===== src/rtl/ocram_port_arbiter_pkg.sv =====
// Shared constants and types for the two-port on-chip RAM arbiter.
package ocram_arb_pkg;

  localparam int unsigned ADDR_W_DEF   = 10;
  localparam int unsigned DATA_W_DEF   = 32;

  // A lock owner that stays idle this many consecutive cycles loses its lock.
  localparam int unsigned LOCK_TIMEOUT = 16;
  localparam int unsigned TMO_W        = $clog2(LOCK_TIMEOUT);

  // Arbiter state: no owner since reset, or the last/locked owner.
  typedef enum logic [1:0] {
    IDLE = 2'b00,
    OWN0 = 2'b01,
    OWN1 = 2'b10
  } arb_state_e;

endpackage


===== src/rtl/ocram_port_arbiter_if.sv =====
// Avalon-MM style request/response bundle for one arbiter port.
interface ocram_port_arbiter_if import ocram_arb_pkg::*; #(
  parameter int unsigned ADDR_W = ADDR_W_DEF,
  parameter int unsigned DATA_W = DATA_W_DEF
) ();

  logic [ADDR_W-1:0]   address;
  logic [DATA_W/8-1:0] byteenable;
  logic                read;
  logic                write;
  logic [DATA_W-1:0]   writedata;
  logic                lock;
  logic                waitrequest;
  logic [DATA_W-1:0]   readdata;
  logic                readdatavalid;

  modport master (
    output address, byteenable, read, write, writedata, lock,
    input  waitrequest, readdata, readdatavalid
  );

  modport slave (
    input  address, byteenable, read, write, writedata, lock,
    output waitrequest, readdata, readdatavalid
  );

endinterface


===== src/rtl/ocram_port_arbiter_core.sv =====
// Grant/lock FSM for the two-port RAM arbiter.
// Build option: define OCRAM_ARB_FIXED_PRIO_EN for fixed priority (m0 wins
// contention); otherwise contention alternates away from the last owner.
module ocram_arb_core import ocram_arb_pkg::*; (
  input  logic clk,
  input  logic reset_n,
  input  logic req0,
  input  logic req1,
  input  logic lock0,
  input  logic lock1,
  output logic gnt0,
  output logic gnt1,
  output logic active
);

  arb_state_e       state;
  logic             locked;
  logic [TMO_W-1:0] idle_cnt;
  logic             prefer1;

`ifdef OCRAM_ARB_FIXED_PRIO_EN
  assign prefer1 = 1'b0;
`else
  assign prefer1 = (state == OWN0);
`endif

  // Goes high on the first clock edge after reset release; gates all grants.
  always_ff @(posedge clk or negedge reset_n) begin
    if (!reset_n) active <= 1'b0;
    else          active <= 1'b1;
  end

  // Combinational grant: lock holder first, then priority on contention.
  always_comb begin
    gnt0 = 1'b0;
    gnt1 = 1'b0;
    if (active) begin
      if (locked && state == OWN0) begin
        gnt0 = req0;
      end else if (locked && state == OWN1) begin
        gnt1 = req1;
      end else if (req0 && req1) begin
        gnt0 = !prefer1;
        gnt1 = prefer1;
      end else begin
        gnt0 = req0;
        gnt1 = req1;
      end
    end
  end

  // Owner/lock tracking with idle timeout on the lock holder.
  always_ff @(posedge clk or negedge reset_n) begin
    if (!reset_n) begin
      state    <= IDLE;
      locked   <= 1'b0;
      idle_cnt <= '0;
    end else if (gnt0) begin
      state    <= OWN0;
      locked   <= lock0;
      idle_cnt <= '0;
    end else if (gnt1) begin
      state    <= OWN1;
      locked   <= lock1;
      idle_cnt <= '0;
    end else if (locked) begin
      // No grant while locked means the holder was idle this cycle.
      if (idle_cnt == TMO_W'(LOCK_TIMEOUT - 1)) begin
        locked   <= 1'b0;
        idle_cnt <= '0;
      end else begin
        idle_cnt <= idle_cnt + TMO_W'(1);
      end
    end
  end

endmodule


===== src/rtl/ocram_port_arbiter.sv =====
// Two-port arbiter in front of a single-port on-chip RAM with 1-cycle read
// latency. Build option OCRAM_ARB_FIXED_PRIO_EN selects fixed priority.
module ocram_port_arbiter import ocram_arb_pkg::*; #(
  parameter int unsigned ADDR_W = ADDR_W_DEF,
  parameter int unsigned DATA_W = DATA_W_DEF
) (
  input  logic                clk,
  input  logic                reset_n,
  ocram_port_arbiter_if.slave m0,
  ocram_port_arbiter_if.slave m1,
  output logic [ADDR_W-1:0]   ram_address,
  output logic [DATA_W/8-1:0] ram_byteenable,
  output logic                ram_chipselect,
  output logic                ram_write,
  output logic [DATA_W-1:0]   ram_writedata,
  output logic                ram_clken,
  input  logic [DATA_W-1:0]   ram_readdata
);

  logic req0, req1;
  logic gnt0, gnt1;
  logic active;
  logic rv0, rv1;

  // Read+write together counts as a write.
  assign req0 = m0.read | m0.write;
  assign req1 = m1.read | m1.write;

  ocram_arb_core u_core (
    .clk     (clk),
    .reset_n (reset_n),
    .req0    (req0),
    .req1    (req1),
    .lock0   (m0.lock),
    .lock1   (m1.lock),
    .gnt0    (gnt0),
    .gnt1    (gnt1),
    .active  (active)
  );

  assign m0.waitrequest = ~gnt0;
  assign m1.waitrequest = ~gnt1;

  // RAM-side mux driven from the granted port.
  always_comb begin
    ram_address    = m0.address;
    ram_byteenable = m0.byteenable;
    ram_writedata  = m0.writedata;
    if (gnt1) begin
      ram_address    = m1.address;
      ram_byteenable = m1.byteenable;
      ram_writedata  = m1.writedata;
    end
    ram_chipselect = gnt0 | gnt1;
    ram_write      = (gnt0 & m0.write) | (gnt1 & m1.write);
    ram_clken      = active;
  end

  // Owner tag for the read returning next cycle; reset discards it.
  always_ff @(posedge clk or negedge reset_n) begin
    if (!reset_n) begin
      rv0 <= 1'b0;
      rv1 <= 1'b0;
    end else begin
      rv0 <= gnt0 & ~m0.write;
      rv1 <= gnt1 & ~m1.write;
    end
  end

  assign m0.readdatavalid = rv0;
  assign m1.readdatavalid = rv1;
  assign m0.readdata      = rv0 ? ram_readdata : '0;
  assign m1.readdata      = rv1 ? ram_readdata : '0;

endmodule

===== src/flat_wrapper.sv =====
// flat-port wrapper written by rule: the top's interface ports become plain ports
module ocram_port_arbiter_flat import ocram_arb_pkg::*;
#(
  parameter int unsigned ADDR_W = ADDR_W_DEF,
  parameter int unsigned DATA_W = DATA_W_DEF
)
  (clk, reset_n, ram_address, ram_byteenable, ram_chipselect, ram_write, ram_writedata, ram_clken, ram_readdata, m0_address, m0_byteenable, m0_read, m0_write, m0_writedata, m0_lock, m0_waitrequest, m0_readdata, m0_readdatavalid, m1_address, m1_byteenable, m1_read, m1_write, m1_writedata, m1_lock, m1_waitrequest, m1_readdata, m1_readdatavalid);
  ocram_port_arbiter_if #(.ADDR_W(ADDR_W), .DATA_W(DATA_W)) m0_i ();
  ocram_port_arbiter_if #(.ADDR_W(ADDR_W), .DATA_W(DATA_W)) m1_i ();
  input  logic clk;
  input  logic reset_n;
  output logic [ADDR_W-1:0] ram_address;
  output logic [DATA_W/8-1:0] ram_byteenable;
  output logic ram_chipselect;
  output logic ram_write;
  output logic [DATA_W-1:0] ram_writedata;
  output logic ram_clken;
  input  logic [DATA_W-1:0] ram_readdata;
  input wire logic [$bits(m0_i.address)-1:0] m0_address;
  input wire logic [$bits(m0_i.byteenable)-1:0] m0_byteenable;
  input wire logic [$bits(m0_i.read)-1:0] m0_read;
  input wire logic [$bits(m0_i.write)-1:0] m0_write;
  input wire logic [$bits(m0_i.writedata)-1:0] m0_writedata;
  input wire logic [$bits(m0_i.lock)-1:0] m0_lock;
  output wire logic [$bits(m0_i.waitrequest)-1:0] m0_waitrequest;
  output wire logic [$bits(m0_i.readdata)-1:0] m0_readdata;
  output wire logic [$bits(m0_i.readdatavalid)-1:0] m0_readdatavalid;
  input wire logic [$bits(m1_i.address)-1:0] m1_address;
  input wire logic [$bits(m1_i.byteenable)-1:0] m1_byteenable;
  input wire logic [$bits(m1_i.read)-1:0] m1_read;
  input wire logic [$bits(m1_i.write)-1:0] m1_write;
  input wire logic [$bits(m1_i.writedata)-1:0] m1_writedata;
  input wire logic [$bits(m1_i.lock)-1:0] m1_lock;
  output wire logic [$bits(m1_i.waitrequest)-1:0] m1_waitrequest;
  output wire logic [$bits(m1_i.readdata)-1:0] m1_readdata;
  output wire logic [$bits(m1_i.readdatavalid)-1:0] m1_readdatavalid;
  assign m0_i.address = m0_address;
  assign m0_i.byteenable = m0_byteenable;
  assign m0_i.read = m0_read;
  assign m0_i.write = m0_write;
  assign m0_i.writedata = m0_writedata;
  assign m0_i.lock = m0_lock;
  assign m0_waitrequest = m0_i.waitrequest;
  assign m0_readdata = m0_i.readdata;
  assign m0_readdatavalid = m0_i.readdatavalid;
  assign m1_i.address = m1_address;
  assign m1_i.byteenable = m1_byteenable;
  assign m1_i.read = m1_read;
  assign m1_i.write = m1_write;
  assign m1_i.writedata = m1_writedata;
  assign m1_i.lock = m1_lock;
  assign m1_waitrequest = m1_i.waitrequest;
  assign m1_readdata = m1_i.readdata;
  assign m1_readdatavalid = m1_i.readdatavalid;
  ocram_port_arbiter #(.ADDR_W(ADDR_W), .DATA_W(DATA_W)) u_core (.clk(clk), .reset_n(reset_n), .m0(m0_i), .m1(m1_i), .ram_address(ram_address), .ram_byteenable(ram_byteenable), .ram_chipselect(ram_chipselect), .ram_write(ram_write), .ram_writedata(ram_writedata), .ram_clken(ram_clken), .ram_readdata(ram_readdata));
endmodule

===== config.mk =====
export PLATFORM = sky130hd
export DESIGN_NAME = ocram_port_arbiter_flat
export DESIGN_NICKNAME = d
export VERILOG_FILES = /design/src/rtl/ocram_port_arbiter_pkg.sv /design/src/rtl/ocram_port_arbiter_if.sv /design/src/rtl/ocram_port_arbiter_core.sv /design/src/rtl/ocram_port_arbiter.sv /design/src/flat_wrapper.sv
export SDC_FILE = /design/constraint.sdc
export NUM_CORES = 1
export LEC_CHECK = 0
export CAP_MARGIN = 20
export CORE_AREA = 2 2 95 97
export CTS_CLUSTER_SIZE = 8
export DETAILED_ROUTE_END_ITERATION = 6
export DIE_AREA = 0 0 97 99
export GPL_TIMING_DRIVEN = 0
export PLACE_DENSITY = 0.71
export SYNTH_ARGS = -nofsm -noshare
export SYNTH_HDL_FRONTEND = slang
export SYNTH_SLANG_ARGS = --single-unit
export TNS_END_PERCENT = 50

===== constraint.sdc =====
create_clock -name clk -period 4.3 [get_ports clk]
set_clock_uncertainty 0.05 [all_clocks]
set_input_delay 1.29 -clock clk [delete_from_list [all_inputs] [get_ports clk]]
set_output_delay 1.29 -clock clk [all_outputs]
set_load 0.01 [all_outputs]

# Yosys cells after proc, flatten, opt, wreduce, memory -nomap -nowiden
# Cells that the tools add are included.
[word_totals] ff_bits=10 inputBits=132 word_cells=51 output_inout_bits=117
[op_classes] bitwise=12 reduce_logical=6 add_sub_neg=1 n_mux=23 n_eq_ne=3
[op_table] op="2-to-1 mux 32 bit" count=3
[op_table] op="2-to-1 mux 4 bit" count=5
[op_table] op="2-to-1 mux 1 bit" count=12
[op_table] op="2-to-1 mux 10 bit" count=1
[op_table] op="adder 4 x 1 -> 4 bit, second input constant" count=1
[op_table] op="bitwise AND 1 bit" count=4
[op_table] op="== test 4 bit, second input constant" count=1
[op_table] op="2-to-1 mux 2 bit" count=2
[op_table] op="NOT 1 bit" count=4
[op_table] op="bitwise OR 1 bit" count=4
[op_table] op="logical AND 1 bit" count=3
[op_table] op="nonzero test 3 bit" count=1
[op_table] op="== test 2 x 1 -> 1 bit, second input constant" count=1
[op_table] op="== test 2 bit, second input constant" count=1
[op_table] op="nonzero test 2 bit" count=1
[op_table] op="zero test 1 bit" count=1

# Depth between registers and ports, before layout
[logic_depth] ltp_word=8 mapped_depth=7 ltp_nobuf=5

# By module
# From an unflattened synthesis, not the netlist that was laid out.
[unflattened] hier_cells=172 area_unflattened_um2=1732.9
[by_module_without_submodules] mod="ocram_port_arbiter" n_inst=1 cells_each=132 seq_area_each_um2=50.0 area_each_um2=1313.8
[by_module_without_submodules] mod="ocram_arb_core" n_inst=1 cells_each=40 seq_area_each_um2=200.2 area_each_um2=419.2

# Least setup slack after synthesis
# OpenSTA, ideal clock, no wires.
[synth_timing] path_type="input to output" start="input port m0_write" end="output port ram_address[0]" n_path_buf=1 t_arrival_ps=2407 t_required_ps=2960 path_stages=6 path_slack_ps=553 path_cell_list="nor3_1 -> or2_1 -> o211a_4 -> inv_6 -> buf_8 -> mux2_4"
[synth_between] elab_chain_cells=7
[synth_rtl] element="from (decl)" line="flat_wrapper.sv:22" rtl="input wire logic [$bits(m0_i.write)-1:0] m0_write;"
[synth_rtl] element="bitwise OR 1 bit" line="ocram_port_arbiter.sv:26" rtl="assign req0 = m0.read | m0.write;"
[synth_rtl] element="logical AND 1 bit" line="ocram_port_arbiter_core.sv:42" rtl="end else if (req0 && req1) begin"
[synth_rtl] element="2-to-1 mux 1 bit" line="ocram_port_arbiter_core.sv:42"
[synth_rtl] element="2-to-1 mux 1 bit" line="ocram_port_arbiter_core.sv:40" rtl="end else if (locked && state == OWN1) begin"
[synth_rtl] element="2-to-1 mux 1 bit" line="ocram_port_arbiter_core.sv:38" rtl="if (locked && state == OWN0) begin"
[synth_rtl] element="2-to-1 mux 1 bit" line="ocram_port_arbiter_core.sv:37" rtl="if (active) begin"
[synth_rtl] element="2-to-1 mux 10 bit" line="ocram_port_arbiter.sv:49" rtl="if (gnt1) begin"
[synth_rtl] element="to (decl)" line="flat_wrapper.sv:12" rtl="output logic [ADDR_W-1:0] ram_address;"
# Every way passes these cells.

# Worst setup path in the final report
[layout_timing] start="input port m1_read" end="output port ram_writedata[13]"
[layout_between] elab_chain_cells=7
[layout_rtl] element="from (decl)" line="flat_wrapper.sv:30" rtl="input wire logic [$bits(m1_i.read)-1:0] m1_read;"
[layout_rtl] element="bitwise OR 1 bit (*)" line="ocram_port_arbiter.sv:27" rtl="assign req1 = m1.read | m1.write;"
[layout_rtl] element="logical AND 1 bit" line="ocram_port_arbiter_core.sv:42"
[layout_rtl] element="2-to-1 mux 1 bit" line="ocram_port_arbiter_core.sv:42"
[layout_rtl] element="2-to-1 mux 1 bit (*)" line="ocram_port_arbiter_core.sv:40"
[layout_rtl] element="2-to-1 mux 1 bit (*)" line="ocram_port_arbiter_core.sv:38"
[layout_rtl] element="2-to-1 mux 1 bit (*)" line="ocram_port_arbiter_core.sv:37"
[layout_rtl] element="2-to-1 mux 32 bit (*)" line="ocram_port_arbiter.sv:49"
[layout_rtl] element="to (decl)" line="flat_wrapper.sv:16" rtl="output logic [DATA_W-1:0] ram_writedata;"
# Every way passes the cells marked *; elsewhere a longest branch is shown, timed or not.

==> impl_metrics.json <==
{
  "status": "finished, final reports clean",
  "cp_data_arrival_time_ps": 2930,
  "antennaDiodeCount": 0,
  "path_clk_slew_ps": 40,
  "cp_max_fo": 5,
  "cts_tree": "done",
  "num_rows": 34,
  "fmax_mhz": 234,
  "antenna_found_initial": 0,
  "ys_ff_latch": 10,
  "final_util_pct": 52.5,
  "routedWlPerCell_um": 15.2,
  "dieArea_um2": 9600,
  "max_stage_delay_ps": 460,
  "cts_hold_buf": 0,
  "ant_nets": 0,
  "start_util_pct": 20.3,
  "drc_errors": 0,
  "fin_crit_ps": 4270,
  "clk-insertion-delay-late_ps": 230,
  "boundaryPins": 249,
  "drtIter0Drc": 16,
  "syn_nets": 304,
  "syn_area_um2": 1730,
  "num-fill-cells": 803,
  "drtPass1Iterations": 4,
  "rsz0062_at_grt": "false",
  "vias": 2241,
  "cp_top_family": "buffers and inverters",
  "finalHoldViolCount": 0,
  "die_x_um": 97,
  "p_per_area_nw_per_um2": 299,
  "seqCellArea_um2": 250,
  "vias_per_cell": 4.14,
  "syn-instance-count": 171,
  "synth_cell_types": 31,
  "cts.sinks": 10,
  "hold_slack_ps": 481,
  "dp.cells": 527,
  "slew_viol_final": 0,
  "cts_made_buffers": 3,
  "synth_edf_count": 0,
  "synth_top_cells_by_area": "mux2_4 40%, and2_1 23%, dfrtp_1 14%",
  "worstPathCellList": "clkdlybuf4s50_1, or2_4, o211a_4, clkinv_8, buf_12, mux2_4, clkdlybuf4s15_1",
  "ys_seq_area_share_pct": 14.4,
  "grt_pass1_vias": 2156,
  "peakVddDrop_uv": 189,
  "grt_pass1_wl_um": 11700,
  "total_power_mw": 1.34,
  "hp-class": "register to register",
  "fin_crit_sh_pct": 99.2,
  "grt.overflow.total": 0,
  "synth_ff_type": "dfrtp_1",
  "synthArstFlopShare_pct": 100,
  "fp.dieH_um": 99,
  "p_leak_nw": 2.00,
  "htree_levels": 1,
  "multi_input_area_um2": 1360,
  "netlist.area_leader.share_pct": 39.8,
  "yosysTopAreaCell": "mux2_4",
  "crit_buf_inv": 4,
  "grt_max_degree": 11,
  "grt_usage_pct": 15.1,
  "cpMaxStageDelayCell": "clkdlybuf4s50_1",
  "crit_type": "primary input to output port",
  "yosysWarnings": 0,
  "finalNetCount": 568,
  "avgSynthCellArea_um2": 10.1,
  "final-setup-viol-count": 0,
  "routed_wirelength_um": 8250,
  "cts_buffer_depth": 2,
  "hpwl_um": 6950,
  "gp_congestion": 0.836,
  "port_buffers": 248,
  "worstPathRequired_ps": 2960,
  "reg2reg_from": "u_core.u_core.locked$_DFF_PN0_",
  "crit_start": "m1_read",
  "min-delay-start": "u_core.u_core.state[0]$_DFFE_PN0P_",
  "core_um2": 8550,
  "root_buffer": "clkbuf_8",
  "drive_above_1_share_pct": 21.9,
  "worstSetupEndpointType": "output port",
  "area_growth_pct": 159,
  "critPathLaunchType": "primary input",
  "finalNonFillerCells": 541,
  "cap_violations": 0
}
## final cells by class
type	instances	area share [%]
buffer	12	2.98
clock buffer	3	0.921
inverter	2	0.446
multi-input combinational	147	30.2
sequential	10	5.58
tap	108	3.01
timing repair buffer	258	56.6
timing repair inverter	1	0.251
## cells in the mapped netlist, drive strengths merged, types with 2 or more instances
| cell | n |
|---|---|
| o21ai | 2 |
| nor3 | 5 |
| o21a | 2 |
| inv | 2 |
| buf | 6 |
| dfrtp | 10 |
| and2 | 64 |
| nand2 | 6 |
| or2 | 2 |
| mux2 | 47 |
| clkbuf | 6 |
| nand3 | 2 |
| nor2 | 3 |
## registers in the layout, indices dropped and copies added (netlist names)
signal / count
u_core.u_core.idle_cnt: 4
u_core.m0.readdatavalid: 1
u_core.u_core.active: 1
u_core.u_core.locked: 1
u_core.m1.readdatavalid: 1
u_core.u_core.state: 2
## power by group
part / leakage, nW / switching [mW] / internal (mW)
clock network: 0.0216 / 0.0330 / 0.0609
logic: 1.85 / 0.420 / 0.681
registers: 0.128 / 0.0281 / 0.120
## per-layer routing
layer | global-route usage [%] | share of wire (%) | up-vias
met2 | 27.6 | 51 | 114
met1 | 17.8 | 40 | 1006
met3 | 4.54 | 7.4 | 9
met4 | 2.71 | 1.3 | 0
li1 | - | - | 1112
met5 | 0 | 0 | -
## final timing paths
path | endpoint | slack (ps) | depth (start not counted)
worst max-delay path | ram_writedata[13] | 30 | 7
worst min-delay path | u_core.u_core.state[0]$_DFFE_PN0P_ | 480 | 1
worst max register to register | u_core.u_core.state[0]$_DFFE_PN0P_ | 2410 | 8
worst min register to register | u_core.u_core.state[0]$_DFFE_PN0P_ | 480 | 1
max in group asynchronous | u_core.u_core.idle_cnt[3]$_DFFE_PN0P_ | 2570 | 1
min in group asynchronous | u_core.u_core.idle_cnt[1]$_DFFE_PN0P_ | 1320 | 1
## per-stage QoR
| step | setup TNS (ps) | area [um2] | setup WS [ps] |
|---|---|---|---|
| floorplan | 0 | 1730 | 553 |
| CTS | -204 | 4460 | -53.4 |
| global route | 0 | 4490 | 1.47 |
| detailed placement | -28120 | 4350 | -654 |
| finish | 0 | 4490 | 34.5 |
| global placement | -28150 | 4350 | -654 |
## cells in the final DEF, fill, tap and decap left out, types with 3 or more instances in the layout
cell,netlist,final
clkdlybuf4s50_1,0,195
and2_1,64,64
mux2_4,46,46
clkdlybuf4s15_1,0,26
clkbuf_2,0,15
dfrtp_1,10,10
clkbuf_1,6,6
nand2_1,6,6
nor3_1,5,5
buf_12,4,5
buf_2,0,5
buf_4,0,5
nor2_1,3,3
clkbuf_8,0,3
clkbuf_16,0,3
dlygate4sd2_1,0,3
## repair_timing
item,in CTS,in global routing
gates resized for setup,89,47
buffers inserted,5,1
setup endpoints to repair,50,41
cloned,1,4
pin swaps,2,5
## cells by family (layout without fill, tap and decap cells)
| group | after synthesis | count (layout) | share of synthesized area, % |
|---|---|---|---|
| compound gates | 12 | 12 | 5.99 |
| xor+xnor | 1 | 1 | 0.505 |
| fa+ha+maj | 1 | 1 | 0.721 |
| buf+inv | 14 | 276 | 8.15 |
| flops | 10 | 10 | 14.4 |
| mux | 48 | 48 | 41.1 |
| other cells | 1 | 1 | 0.216 |
| simple gates | 84 | 84 | 28.9 |
(Power assumes the default switching activity.)
